==> src/rtl/pll_rst_seq_ctl_if.sv <==
// Sequencer-facing bundle: PLL lock/areset, software request, per-domain resets and diagnostics.
// master is the sequencer side; slave is the PLL / reset-tree side.
interface pll_rst_seq_ctl_if #(
  parameter int NUM_DOMAINS = 3,
  parameter int CNT_WIDTH   = 8
);
  logic                   pll_locked_in;
  logic                   sw_rst_req_in;
  logic                   pll_areset_out;
  logic [NUM_DOMAINS-1:0] rst_n_out;
  logic                   sys_ready_out;
  logic [CNT_WIDTH-1:0]   retry_cnt_out;
  logic [CNT_WIDTH-1:0]   lock_loss_cnt_out;

  modport master (
    input  pll_locked_in, sw_rst_req_in,
    output pll_areset_out, rst_n_out, sys_ready_out, retry_cnt_out, lock_loss_cnt_out
  );

  modport slave (
    output pll_locked_in, sw_rst_req_in,
    input  pll_areset_out, rst_n_out, sys_ready_out, retry_cnt_out, lock_loss_cnt_out
  );
endinterface

==> src/rtl/pll_rst_seq_ctl.sv <==
// PLL reset / lock qualification and ordered per-domain reset release, re-run on lock loss or sw request.
// All outputs registered with the state; lock input sees 2 cycles of synchroniser latency.
module pll_rst_seq_ctl #(
  parameter int NUM_DOMAINS   = 3,
  parameter int ARESET_CYCLES = 16,
  parameter int LOCK_TIMEOUT  = 65536,
  parameter int LOCK_STABLE   = 1024,
  parameter int STAGE_GAP     = 64,
  parameter int SW_HOLD       = 16,
  parameter int CNT_WIDTH     = 8
) (
  input logic              clk_in,
  input logic              rst_in,
  pll_rst_seq_ctl_if.master bus
);

  localparam int MAX_A = (LOCK_TIMEOUT > LOCK_STABLE) ? LOCK_TIMEOUT : LOCK_STABLE;
  localparam int MAX_B = (ARESET_CYCLES > STAGE_GAP) ? ARESET_CYCLES : STAGE_GAP;
  localparam int MAX_C = (MAX_A > MAX_B) ? MAX_A : MAX_B;
  localparam int MAX_T = (MAX_C > SW_HOLD) ? MAX_C : SW_HOLD;
  localparam int TMR_W = $clog2(MAX_T + 1);

  localparam logic [TMR_W-1:0] AR_LAST   = TMR_W'(ARESET_CYCLES - 1);
  localparam logic [TMR_W-1:0] TO_LAST   = TMR_W'(LOCK_TIMEOUT - 1);
  localparam logic [TMR_W-1:0] ST_LAST   = TMR_W'(LOCK_STABLE - 1);
  localparam logic [TMR_W-1:0] GAP_LAST  = TMR_W'(STAGE_GAP - 1);
  localparam logic [TMR_W-1:0] HOLD_LAST = TMR_W'(SW_HOLD - 1);

  typedef enum logic [2:0] {
    S_PLL_RST,
    S_WAIT_LOCK,
    S_STABLE,
    S_RELEASE,
    S_RUN,
    S_SW_HOLD
  } state_t;

  state_t                 state_q, state_d;
  logic [TMR_W-1:0]       timer_q, timer_d;
  logic                   lock_meta_q, lock_s_q;
  logic                   pll_areset_q, pll_areset_d;
  logic [NUM_DOMAINS-1:0] rst_n_q, rst_n_d;
  logic [NUM_DOMAINS-1:0] rel_mask_d;
  logic                   sys_ready_q, sys_ready_d;
  logic [CNT_WIDTH-1:0]   retry_cnt_q, retry_cnt_d;
  logic [CNT_WIDTH-1:0]   lock_loss_cnt_q, lock_loss_cnt_d;
  logic                   domains_live;

  // Domains may be (partly) out of reset only in these states; lock loss and sw requests act here.
  assign domains_live = (state_q == S_RELEASE) || (state_q == S_RUN) || (state_q == S_SW_HOLD);

  always_comb begin
    state_d         = state_q;
    timer_d         = timer_q + TMR_W'(1);
    rel_mask_d      = rst_n_q;
    retry_cnt_d     = retry_cnt_q;
    lock_loss_cnt_d = lock_loss_cnt_q;

    if (domains_live && !lock_s_q) begin
      state_d = S_WAIT_LOCK;
      timer_d = '0;
      if (lock_loss_cnt_q != '1) lock_loss_cnt_d = lock_loss_cnt_q + CNT_WIDTH'(1);
    end else if (domains_live && bus.sw_rst_req_in) begin
      state_d = S_SW_HOLD;
      timer_d = '0;
    end else begin
      case (state_q)
        S_PLL_RST: begin
          if (timer_q == AR_LAST) begin
            state_d = S_WAIT_LOCK;
            timer_d = '0;
          end
        end
        S_WAIT_LOCK: begin
          if (lock_s_q) begin
            // The detecting cycle already counts as the first stable lock cycle.
            state_d = S_STABLE;
            timer_d = TMR_W'(1);
          end else if (timer_q == TO_LAST) begin
            state_d = S_PLL_RST;
            timer_d = '0;
            if (retry_cnt_q != '1) retry_cnt_d = retry_cnt_q + CNT_WIDTH'(1);
          end
        end
        S_STABLE: begin
          if (!lock_s_q) begin
            state_d = S_WAIT_LOCK;
            timer_d = '0;
          end else if (timer_q >= ST_LAST) begin
            state_d    = S_RELEASE;
            timer_d    = '0;
            rel_mask_d = NUM_DOMAINS'(1);
          end
        end
        S_RELEASE: begin
          if (timer_q == GAP_LAST) begin
            timer_d = '0;
            if (rst_n_q[NUM_DOMAINS-1]) state_d = S_RUN;
            else rel_mask_d = (rst_n_q << 1) | NUM_DOMAINS'(1);
          end
        end
        S_RUN: begin
          timer_d = '0;
        end
        S_SW_HOLD: begin
          if (timer_q == HOLD_LAST) begin
            state_d    = S_RELEASE;
            timer_d    = '0;
            rel_mask_d = NUM_DOMAINS'(1);
          end
        end
        default: begin
          state_d = S_PLL_RST;
          timer_d = '0;
        end
      endcase
    end

    pll_areset_d = (state_d == S_PLL_RST);
    sys_ready_d  = (state_d == S_RUN);
    if (state_d == S_RELEASE)  rst_n_d = rel_mask_d;
    else if (state_d == S_RUN) rst_n_d = '1;
    else                       rst_n_d = '0;
  end

  always_ff @(posedge clk_in) begin
    if (rst_in) begin
      state_q         <= S_PLL_RST;
      timer_q         <= '0;
      lock_meta_q     <= 1'b0;
      lock_s_q        <= 1'b0;
      pll_areset_q    <= 1'b1;
      rst_n_q         <= '0;
      sys_ready_q     <= 1'b0;
      retry_cnt_q     <= '0;
      lock_loss_cnt_q <= '0;
    end else begin
      state_q         <= state_d;
      timer_q         <= timer_d;
      lock_meta_q     <= bus.pll_locked_in;
      lock_s_q        <= lock_meta_q;
      pll_areset_q    <= pll_areset_d;
      rst_n_q         <= rst_n_d;
      sys_ready_q     <= sys_ready_d;
      retry_cnt_q     <= retry_cnt_d;
      lock_loss_cnt_q <= lock_loss_cnt_d;
    end
  end

  assign bus.pll_areset_out    = pll_areset_q;
  assign bus.rst_n_out         = rst_n_q;
  assign bus.sys_ready_out     = sys_ready_q;
  assign bus.retry_cnt_out     = retry_cnt_q;
  assign bus.lock_loss_cnt_out = lock_loss_cnt_q;

endmodule
==> src/flat_wrapper.sv <==
// flat-port wrapper written by rule: the top's interface ports become plain ports
module pll_rst_seq_ctl_flat 
#(
  parameter int NUM_DOMAINS   = 3,
  parameter int ARESET_CYCLES = 16,
  parameter int LOCK_TIMEOUT  = 65536,
  parameter int LOCK_STABLE   = 1024,
  parameter int STAGE_GAP     = 64,
  parameter int SW_HOLD       = 16,
  parameter int CNT_WIDTH     = 8
)
  (clk_in, rst_in, bus_pll_locked_in, bus_sw_rst_req_in, bus_pll_areset_out, bus_rst_n_out, bus_sys_ready_out, bus_retry_cnt_out, bus_lock_loss_cnt_out);
  pll_rst_seq_ctl_if #(.NUM_DOMAINS(NUM_DOMAINS), .CNT_WIDTH(CNT_WIDTH)) bus_i ();
  input logic clk_in;
  input logic rst_in;
  input wire logic [$bits(bus_i.pll_locked_in)-1:0] bus_pll_locked_in;
  input wire logic [$bits(bus_i.sw_rst_req_in)-1:0] bus_sw_rst_req_in;
  output wire logic [$bits(bus_i.pll_areset_out)-1:0] bus_pll_areset_out;
  output wire logic [$bits(bus_i.rst_n_out)-1:0] bus_rst_n_out;
  output wire logic [$bits(bus_i.sys_ready_out)-1:0] bus_sys_ready_out;
  output wire logic [$bits(bus_i.retry_cnt_out)-1:0] bus_retry_cnt_out;
  output wire logic [$bits(bus_i.lock_loss_cnt_out)-1:0] bus_lock_loss_cnt_out;
  assign bus_i.pll_locked_in = bus_pll_locked_in;
  assign bus_i.sw_rst_req_in = bus_sw_rst_req_in;
  assign bus_pll_areset_out = bus_i.pll_areset_out;
  assign bus_rst_n_out = bus_i.rst_n_out;
  assign bus_sys_ready_out = bus_i.sys_ready_out;
  assign bus_retry_cnt_out = bus_i.retry_cnt_out;
  assign bus_lock_loss_cnt_out = bus_i.lock_loss_cnt_out;
  pll_rst_seq_ctl #(.NUM_DOMAINS(NUM_DOMAINS), .ARESET_CYCLES(ARESET_CYCLES), .LOCK_TIMEOUT(LOCK_TIMEOUT), .LOCK_STABLE(LOCK_STABLE), .STAGE_GAP(STAGE_GAP), .SW_HOLD(SW_HOLD), .CNT_WIDTH(CNT_WIDTH)) u_core (.clk_in(clk_in), .rst_in(rst_in), .bus(bus_i));
endmodule
==> config.mk <==
export PLATFORM = sky130hd
export DESIGN_NAME = pll_rst_seq_ctl_flat
export DESIGN_NICKNAME = d
export VERILOG_FILES = /design/src/rtl/pll_rst_seq_ctl_if.sv /design/src/rtl/pll_rst_seq_ctl.sv /design/src/flat_wrapper.sv
export SDC_FILE = /design/constraint.sdc
export NUM_CORES = 1
export LEC_CHECK = 0
export BUFFER_PORTS_ARGS = -buffer_cell sky130_fd_sc_hd__buf_2
export CORE_ASPECT_RATIO = 0.5
export CORE_MARGIN = 4
export CORE_UTILIZATION = 57
export CTS_CLUSTER_DIAMETER = 80
export DETAILED_ROUTE_END_ITERATION = 10
export PLACE_DENSITY = 0.86
export SETUP_SLACK_MARGIN = 0.4
export SYNTH_ARGS = -nofsm -noshare
export SYNTH_HDL_FRONTEND = slang
export SYNTH_SLANG_ARGS = --single-unit
export TNS_END_PERCENT = 30
==> constraint.sdc <==
create_clock -name clk_in -period 2.8 [get_ports clk_in]
set_input_delay 0.28 -clock clk_in [delete_from_list [all_inputs] [get_ports clk_in]]
set_output_delay 0.28 -clock clk_in [all_outputs]
set_load 0.01 [all_outputs]
# After elaboration in Yosys (flattened, before gate mapping)

Index checks and enable logic that the tools add are counted.

Register bits after elaboration: 43
Bits of input ports: 4
Word-level logic and storage cells: 78

Add/subtract/negate cells: 3
Magnitude comparators: 1
Equality and inequality tests: 20
Muxes and demuxes: 28
Bitwise logic cells: 3
Reductions and logical operators: 13

Operator list:

| operator                | number |
|---|---|
| $mux W17                | 6 |
| $pmux W17 S4            | 1 |
| $mux W3                 | 19 |
| $pmux W3 S6             | 1 |
| $add A17 B1 Y17 const B | 1 |
| $eq A17 B16 Y1 const B  | 1 |
| $eq A17 B4 Y1 const B   | 1 |
| $eq A17 B6 Y1 const B   | 1 |
| $ge A17 B10 Y1 const B  | 1 |
| $add A8 B1 Y8 const B   | 2 |
| $ne A8 B8 Y1 const B    | 2 |
| $eq A3 B2 Y1 const B    | 3 |
| $eq A3 B3 Y1 const B    | 3 |
| $ne A3 B3 Y1 const B    | 3 |
| $pmux W3 S3             | 1 |
| $reduce_and A8 Y1       | 1 |
| $reduce_and A7 Y1       | 1 |
| $logic_not A3 Y1        | 2 |
| $ne A3 B2 Y1 const B    | 2 |
| $reduce_and A6 Y1       | 1 |
| $ne A2 B2 Y1 const B    | 2 |
| $ne A4 B2 Y1 const B    | 1 |
| $eq A3 B1 Y1 const B    | 1 |
| $not A1 Y1              | 3 |
| other kinds (6)         | 8 |

# Longest topological paths before layout

Depth after elaboration: 9
Gate-level depth with buffers: 11
Mapped depth without buffers: 11

# Worst setup path after synthesis

Ideal clock, no wire load.

Path kind: reg-to-reg
Start: register u_core.timer_q[0]
End: register u_core.timer_q[10]
Setup time: 117 ps
Arrival time: 2299 ps
Data required time: 2683 ps
Slack: 383 ps
Cell stages (with the launch flop): 11
Period minus slack after synthesis: 2417 ps
Cells stage by stage: dfxtp_1 ha_1 nand3_1 nor3_1 and3_1 ha_1 inv_1 and2_1 o31ai_2 buf_2 nor2_1

Cells in the longest elaborated chain, start to end: 4

Ends and longest elaborated chain:

| what                                          | line                                         | RTL |
|---|---|---|
| from (decl)                                   | pll_rst_seq_ctl.sv:39                        | `logic [TMR_W-1:0] timer_q, timer_d;` |
| from (signal assigned)                        | pll_rst_seq_ctl.sv:139                       | `timer_q <= timer_d;` |
| $add A17 B1 Y17, or another cell as far along | pll_rst_seq_ctl.sv:54                        | `timer_d = timer_q + TMR_W'(1);` |
| $mux W17 (on tied branches)                   | pll_rst_seq_ctl.sv:89, pll_rst_seq_ctl.sv:79 |  |
| $mux W17 (on tied branches)                   | pll_rst_seq_ctl.sv:86, pll_rst_seq_ctl.sv:75 |  |
| $pmux W17 S4 (*)                              | pll_rst_seq_ctl.sv:67                        | `case (state_q)` |

Every way passes the cells marked *; elsewhere a longest branch is shown, timed or not.
A chain may end at the register's enable or synchronous reset.

# Worst setup path in the final report

Start: register u_core.timer_q[7]
End: register u_core.rst_n_q[2], in the netlist u_core.bus.rst_n_out[2]

Cells in the longest elaborated chain, start to end: 9

Ends and longest elaborated chain:

| what                                                                 | line                                           | RTL |
|---|---|---|
| $ge A17 B10 Y1 / $eq A17 B16 Y1 (equally long branches)              | pll_rst_seq_ctl.sv:89, pll_rst_seq_ctl.sv:79   |  |
| $mux W3 (on tied branches)                                           | pll_rst_seq_ctl.sv:89, pll_rst_seq_ctl.sv:79   |  |
| $mux W3 (on tied branches)                                           | pll_rst_seq_ctl.sv:86, pll_rst_seq_ctl.sv:75   |  |
| $pmux W3 S6                                                          | pll_rst_seq_ctl.sv:67                          |  |
| $mux W3                                                              | pll_rst_seq_ctl.sv:63                          | `end else if (domains_live && bus.sw_rst_req_in) begin` |
| $mux W3                                                              | pll_rst_seq_ctl.sv:59                          | `if (domains_live && !lock_s_q) begin` |
| $eq A3 B2 Y1 / $eq A3 B3 Y1 (equally long branches)                  | pll_rst_seq_ctl.sv:121, pll_rst_seq_ctl.sv:122 |  |
| $ne A4 B2 Y1 (no source line), or another cell as far along          | n/a                                            |  |
| $reduce_and A7 Y1 (no source line) / $mux W3 (equally long branches) | n/a                                            |  |
| to (signal assigned)                                                 | pll_rst_seq_ctl.sv:143                         | `rst_n_q <= rst_n_d;` |
| to (decl)                                                            | pll_rst_seq_ctl.sv:42                          | `logic [NUM_DOMAINS-1:0] rst_n_q, rst_n_d;` |

Parallel ways exist; a longest one is shown, timed or not.

==> run_results.csv <==
group,metric,value,unit
routing,antenna_violating_nets_post_route,0,
global_route,via_count_of_the_first_global_routing_pass,1928,
finish,layout-drive-gt1-share,0.207,
logic_synthesis,synth_area_in_compound_gates,0.135,
critical_path,path_type_of_the_worst_setup_path,"register to register",
logic_synthesis,synthesis.area_per_instance,8.48,µm²
critical_path,rrSetupSlack,0.44,ns
placement,placement.cell_area,2360,µm²
logic_synthesis,mux_cell_area_share_after_synthesis,0.00905,
routing,vias,2039,
global_route,use_met2,0.362,
pwr,p_total,1.15,mW
logic_synthesis,post_synth_main_area_contributors,"sky130_fd_sc_hd__dfxtp_1 39%, sky130_fd_sc_hd__nor2_1 7.5%, sky130_fd_sc_hd__xor2_1 6.3%",
pwr,ir_drop_worst_vdd,0.271,mV
clock_tree,tritoncts.num_buffers,5,
logic_synthesis,synth_seq_cells,43,
critical_path,regToRegEndpoint,"u_core.bus.rst_n_out[2]$_SDFFE_PP0P_",
finish,finalNetCount,293,
clock_tree,clock_insertion_delay_worst_skew,0.30,ns
clock_tree,h_tree_level_count,2,
logic_synthesis,synth_xor_xnor_area_share,0.111,
die,placement_rows,15,
critical_path,timing.critical_path.arrival,2.56,ns
logic_synthesis,yosys.area.top_type,"sky130_fd_sc_hd__dfxtp_1",
finish,final_cell_area,2550,µm²
routing,drc,0,
sta,finalSetupViolCount,0,
critical_path,end_point_of_the_critical_path,"u_core.bus.rst_n_out[2]$_SDFFE_PP0P_",
clock_tree,max-clock-path-buffers,2,
logic_synthesis,synth_nets,270,
placement,portBuffers,24,
sta,grt_setup_unrepaired,"true",
logic_synthesis,ys.warnings.count,0,
pwr,power.density,448,nW/µm²
logic_synthesis,synth_area,2210,µm²
routing,drt_pass1_iterations,5,
logic_synthesis,largest_family_of_logic_cells_by_synthesized_area,"simple AND/OR/NAND/NOR gates",
finish,synthToLayoutAreaGrowth,15.4,%
routing,drt_first_iter_violations,216,
sta,clock_skew,0.0105,ns
global_route,grt_util_all_layers,0.215,
sta,max_slew.worst_pin.slew,0.522,ns
critical_path,setup.worst_path.start_class,"register",
finish,final_util,0.712,
logic_synthesis,synth_enable_flop_cells,0,
logic_synthesis,synth_fa_ha_area_frac,0.0283,
clock_tree,cts.sink_count,43,
sta,post-route-min-period,2.36,ns
global_route,grt_overflow,0,
die,die_x,96.1,µm
routing,drt-total-wl,5080,µm
sta,timing.final.crit_share,0.842,
global_route,grt_max_degree,28,
clock_tree,clock_tree_root_buffer_cell,"sky130_fd_sc_hd__clkbuf_8",
routing,avgRoutedWirePerCell,15.1,µm
logic_synthesis,synth-main-ff-cell,"sky130_fd_sc_hd__dfxtp_1",
placement,gp_routability_congestion,0.835,
finish,fillerInstances,266,
global_route,grt-busiest-layer,"met2",
sta,final-hold-violation-count,0,
job,cap_violations,0,
critical_path,critPathLaunch,"u_core.timer_q[7]$_SDFF_PP0_",
die,fp.coreArea,3580,µm²
critical_path,worst-endpoint-required,3.00,ns
finish,antenna_cells,0,
global_route,grt.met3_usage,0.0679,
global_route,gr-usage-met1,0.256,
pwr,power.static_leakage,1.01,nW
clock_tree,post_cts_clock_slew_at_the_launch_and_capture_registers_of_the_worst_setup_and_hold_paths,0.09,ns
outcome,outcome,"completed",
global_route,global_route_wire_length_before_repair,8420,µm
sta,max_clock_freq,424,MHz
logic_synthesis,synth-simple-area-share,0.291,
sta,finalMaxSlewViolations,0,
logic_synthesis,synth-async-reset-ratio,0,
logic_synthesis,postSynthCellCount,261,
sta,sum_of_negative_setup_slack,0,ns
logic_synthesis,yosys.cell_types.count,49,
die,number_of_top_level_pins,25,
worst_hold_path,timing.hold.worst.class,"primary input to register",
sta,slew-limit-headroom,0.651,
critical_path,setup.worst_path.end_class,"register",
logic_synthesis,synth_top_area_share,0.389,
global_route,antenna_violations_before_repair,0,
die,start_util,0.617,
logic_synthesis,synth_sequential_area_ratio,0.389,
critical_path,critical_path.max_fanout,6,
die,dieArea,5000,µm²
die,die-height,52.1,µm
critical_path,rr_startpoint,"u_core.timer_q[7]$_SDFF_PP0_",
clock_tree,tritoncts_clock_tree,"yes",
critical_path,worst-r2r-cell-count,6,
routing,viasPerCell,6.07,
placement,hpwlAfterDp,3410,µm
registers in the layout, summed over array words and instances, names as in the netlist:
name                          cells
u_core.lock_meta_q                1
u_core.lock_s_q                   1
u_core.bus.rst_n_out              3
u_core.bus.lock_loss_cnt_out      8
u_core.state_q                    3
u_core.bus.sys_ready_out          1
u_core.timer_q                   17
u_core.bus.pll_areset_out         1
u_core.bus.retry_cnt_out          8
what timing repair did:
item | 4_1_cts | 5_1_grt
hold buffers | 0 | 0
endpoints found under the hold margin | 0 | 0
gates resized for setup | 4 | 10
pin swaps | 1 | 2
buffers inserted | 2 | 0
setup endpoints to repair | 27 | 34
cells in the final DEF, fill, tap and decap left out, drive strengths merged, types with 2 or more instances in the layout:
cell,Yosys,routed
nor2,44,44
dfxtp,43,43
buf,3,27
nand3,17,17
xor2,16,16
nand2,16,16
xnor2,12,12
a21oi,10,10
inv,8,9
and3,9,9
nand4,8,8
nor3,7,7
o21ai,6,6
clkbuf,8,5
ha,5,5
nor2b,4,4
o31ai,4,4
nor4,3,3
nand2b,3,3
a211oi,3,3
or2,3,3
a221oi,2,2
and3b,2,2
and2,2,2
or3,2,2
o21bai,2,2
mux2i,2,2
a41oi,2,2
o41ai,2,2
cells in the mapped netlist (2+ instances only):
library cell / n
sky130_fd_sc_hd__inv_1: 8
sky130_fd_sc_hd__nand2_1: 15
sky130_fd_sc_hd__clkbuf_1: 8
sky130_fd_sc_hd__nand3_1: 17
sky130_fd_sc_hd__nor2_1: 44
sky130_fd_sc_hd__o41ai_1: 2
sky130_fd_sc_hd__xor2_1: 16
sky130_fd_sc_hd__dfxtp_1: 43
sky130_fd_sc_hd__and2_1: 2
sky130_fd_sc_hd__nand2b_1: 3
sky130_fd_sc_hd__o21ai_0: 6
sky130_fd_sc_hd__or3_1: 2
sky130_fd_sc_hd__nor2b_1: 4
sky130_fd_sc_hd__and3_1: 8
sky130_fd_sc_hd__and3b_1: 2
sky130_fd_sc_hd__a221oi_1: 2
sky130_fd_sc_hd__xnor2_1: 12
sky130_fd_sc_hd__a21oi_1: 9
sky130_fd_sc_hd__o31ai_1: 3
sky130_fd_sc_hd__o21bai_1: 2
sky130_fd_sc_hd__mux2i_1: 2
sky130_fd_sc_hd__a41oi_1: 2
sky130_fd_sc_hd__a211oi_1: 3
sky130_fd_sc_hd__nor4_2: 3
sky130_fd_sc_hd__ha_1: 5
sky130_fd_sc_hd__nand4_1: 8
sky130_fd_sc_hd__nor3_1: 6
sky130_fd_sc_hd__buf_2: 2
sky130_fd_sc_hd__or2_2: 2
worst min path at each step:
stage                                        from                            end  slack, ns  depth (start not counted)
floorplan                       bus_pll_locked_in  u_core.lock_meta_q$_SDFF_PP0_       0.41                          1
global placement    u_core.lock_meta_q$_SDFF_PP0_     u_core.lock_s_q$_SDFF_PP0_       0.42                          1
detailed placement  u_core.lock_meta_q$_SDFF_PP0_     u_core.lock_s_q$_SDFF_PP0_       0.45                          1
CTS                             bus_pll_locked_in  u_core.lock_meta_q$_SDFF_PP0_       0.19                          2
global route                    bus_pll_locked_in  u_core.lock_meta_q$_SDFF_PP0_       0.22                          2
finish                          bus_pll_locked_in  u_core.lock_meta_q$_SDFF_PP0_       0.19                          2
area by class of cell:
class | count | area, µm² | area share
Multi-Input combinational cell | 199 | 1330 | 0.522
Tap cell | 51 | 63.8 | 0.0250
Sequential cell | 43 | 867 | 0.340
Clock inverter | 3 | 47.5 | 0.0186
Timing Repair Buffer | 27 | 143 | 0.0559
Clock buffer | 5 | 68.8 | 0.0269
Inverter | 8 | 30.0 | 0.0118
per-layer routing:
layer	wire length, µm	part of all wire
met5	0	0
met4	171	0.034
met3	387	0.076
met2	2350	0.46
met1	2170	0.43
worst max-delay path, cell delays in order (launching register included):
cell and delay (ns):
sky130_fd_sc_hd__dfxtp_1 0.35, sky130_fd_sc_hd__nor4_2 0.41, sky130_fd_sc_hd__and3_1 0.38, sky130_fd_sc_hd__nand4_1 0.22, sky130_fd_sc_hd__a31o_1 0.32, sky130_fd_sc_hd__or2_4 0.27, sky130_fd_sc_hd__o41ai_1 0.31
cell families after synthesis:
group | count (synthesis)
xor gates and xnor gates | 28
buffers and inverters | 19
and+or+nand+nor | 124
AOI/OAI and AO/OA | 40
muxes | 2
DFF | 43
adders and majority gates | 5
through the flow:
step / setup slack (ns) / instances / hold WS [ns]
floorplan: 0.467 / 261 / 0.408
global placement: 0.329 / 326 / 0.417
detailed placement: 0.189 / 326 / 0.452
CTS: 0.430 / 336 / 0.186
global route: 0.318 / 336 / 0.217
finish: 0.443 / 336 / 0.191
power by group:
group | switching, mW | total (mW) | internal, mW
clock | 0.221 | 0.491 | 0.270
sequential | 0.00838 | 0.625 | 0.616
combinational | 0.0176 | 0.0292 | 0.0117
No activity file was read; power rests on OpenSTA's default activity.
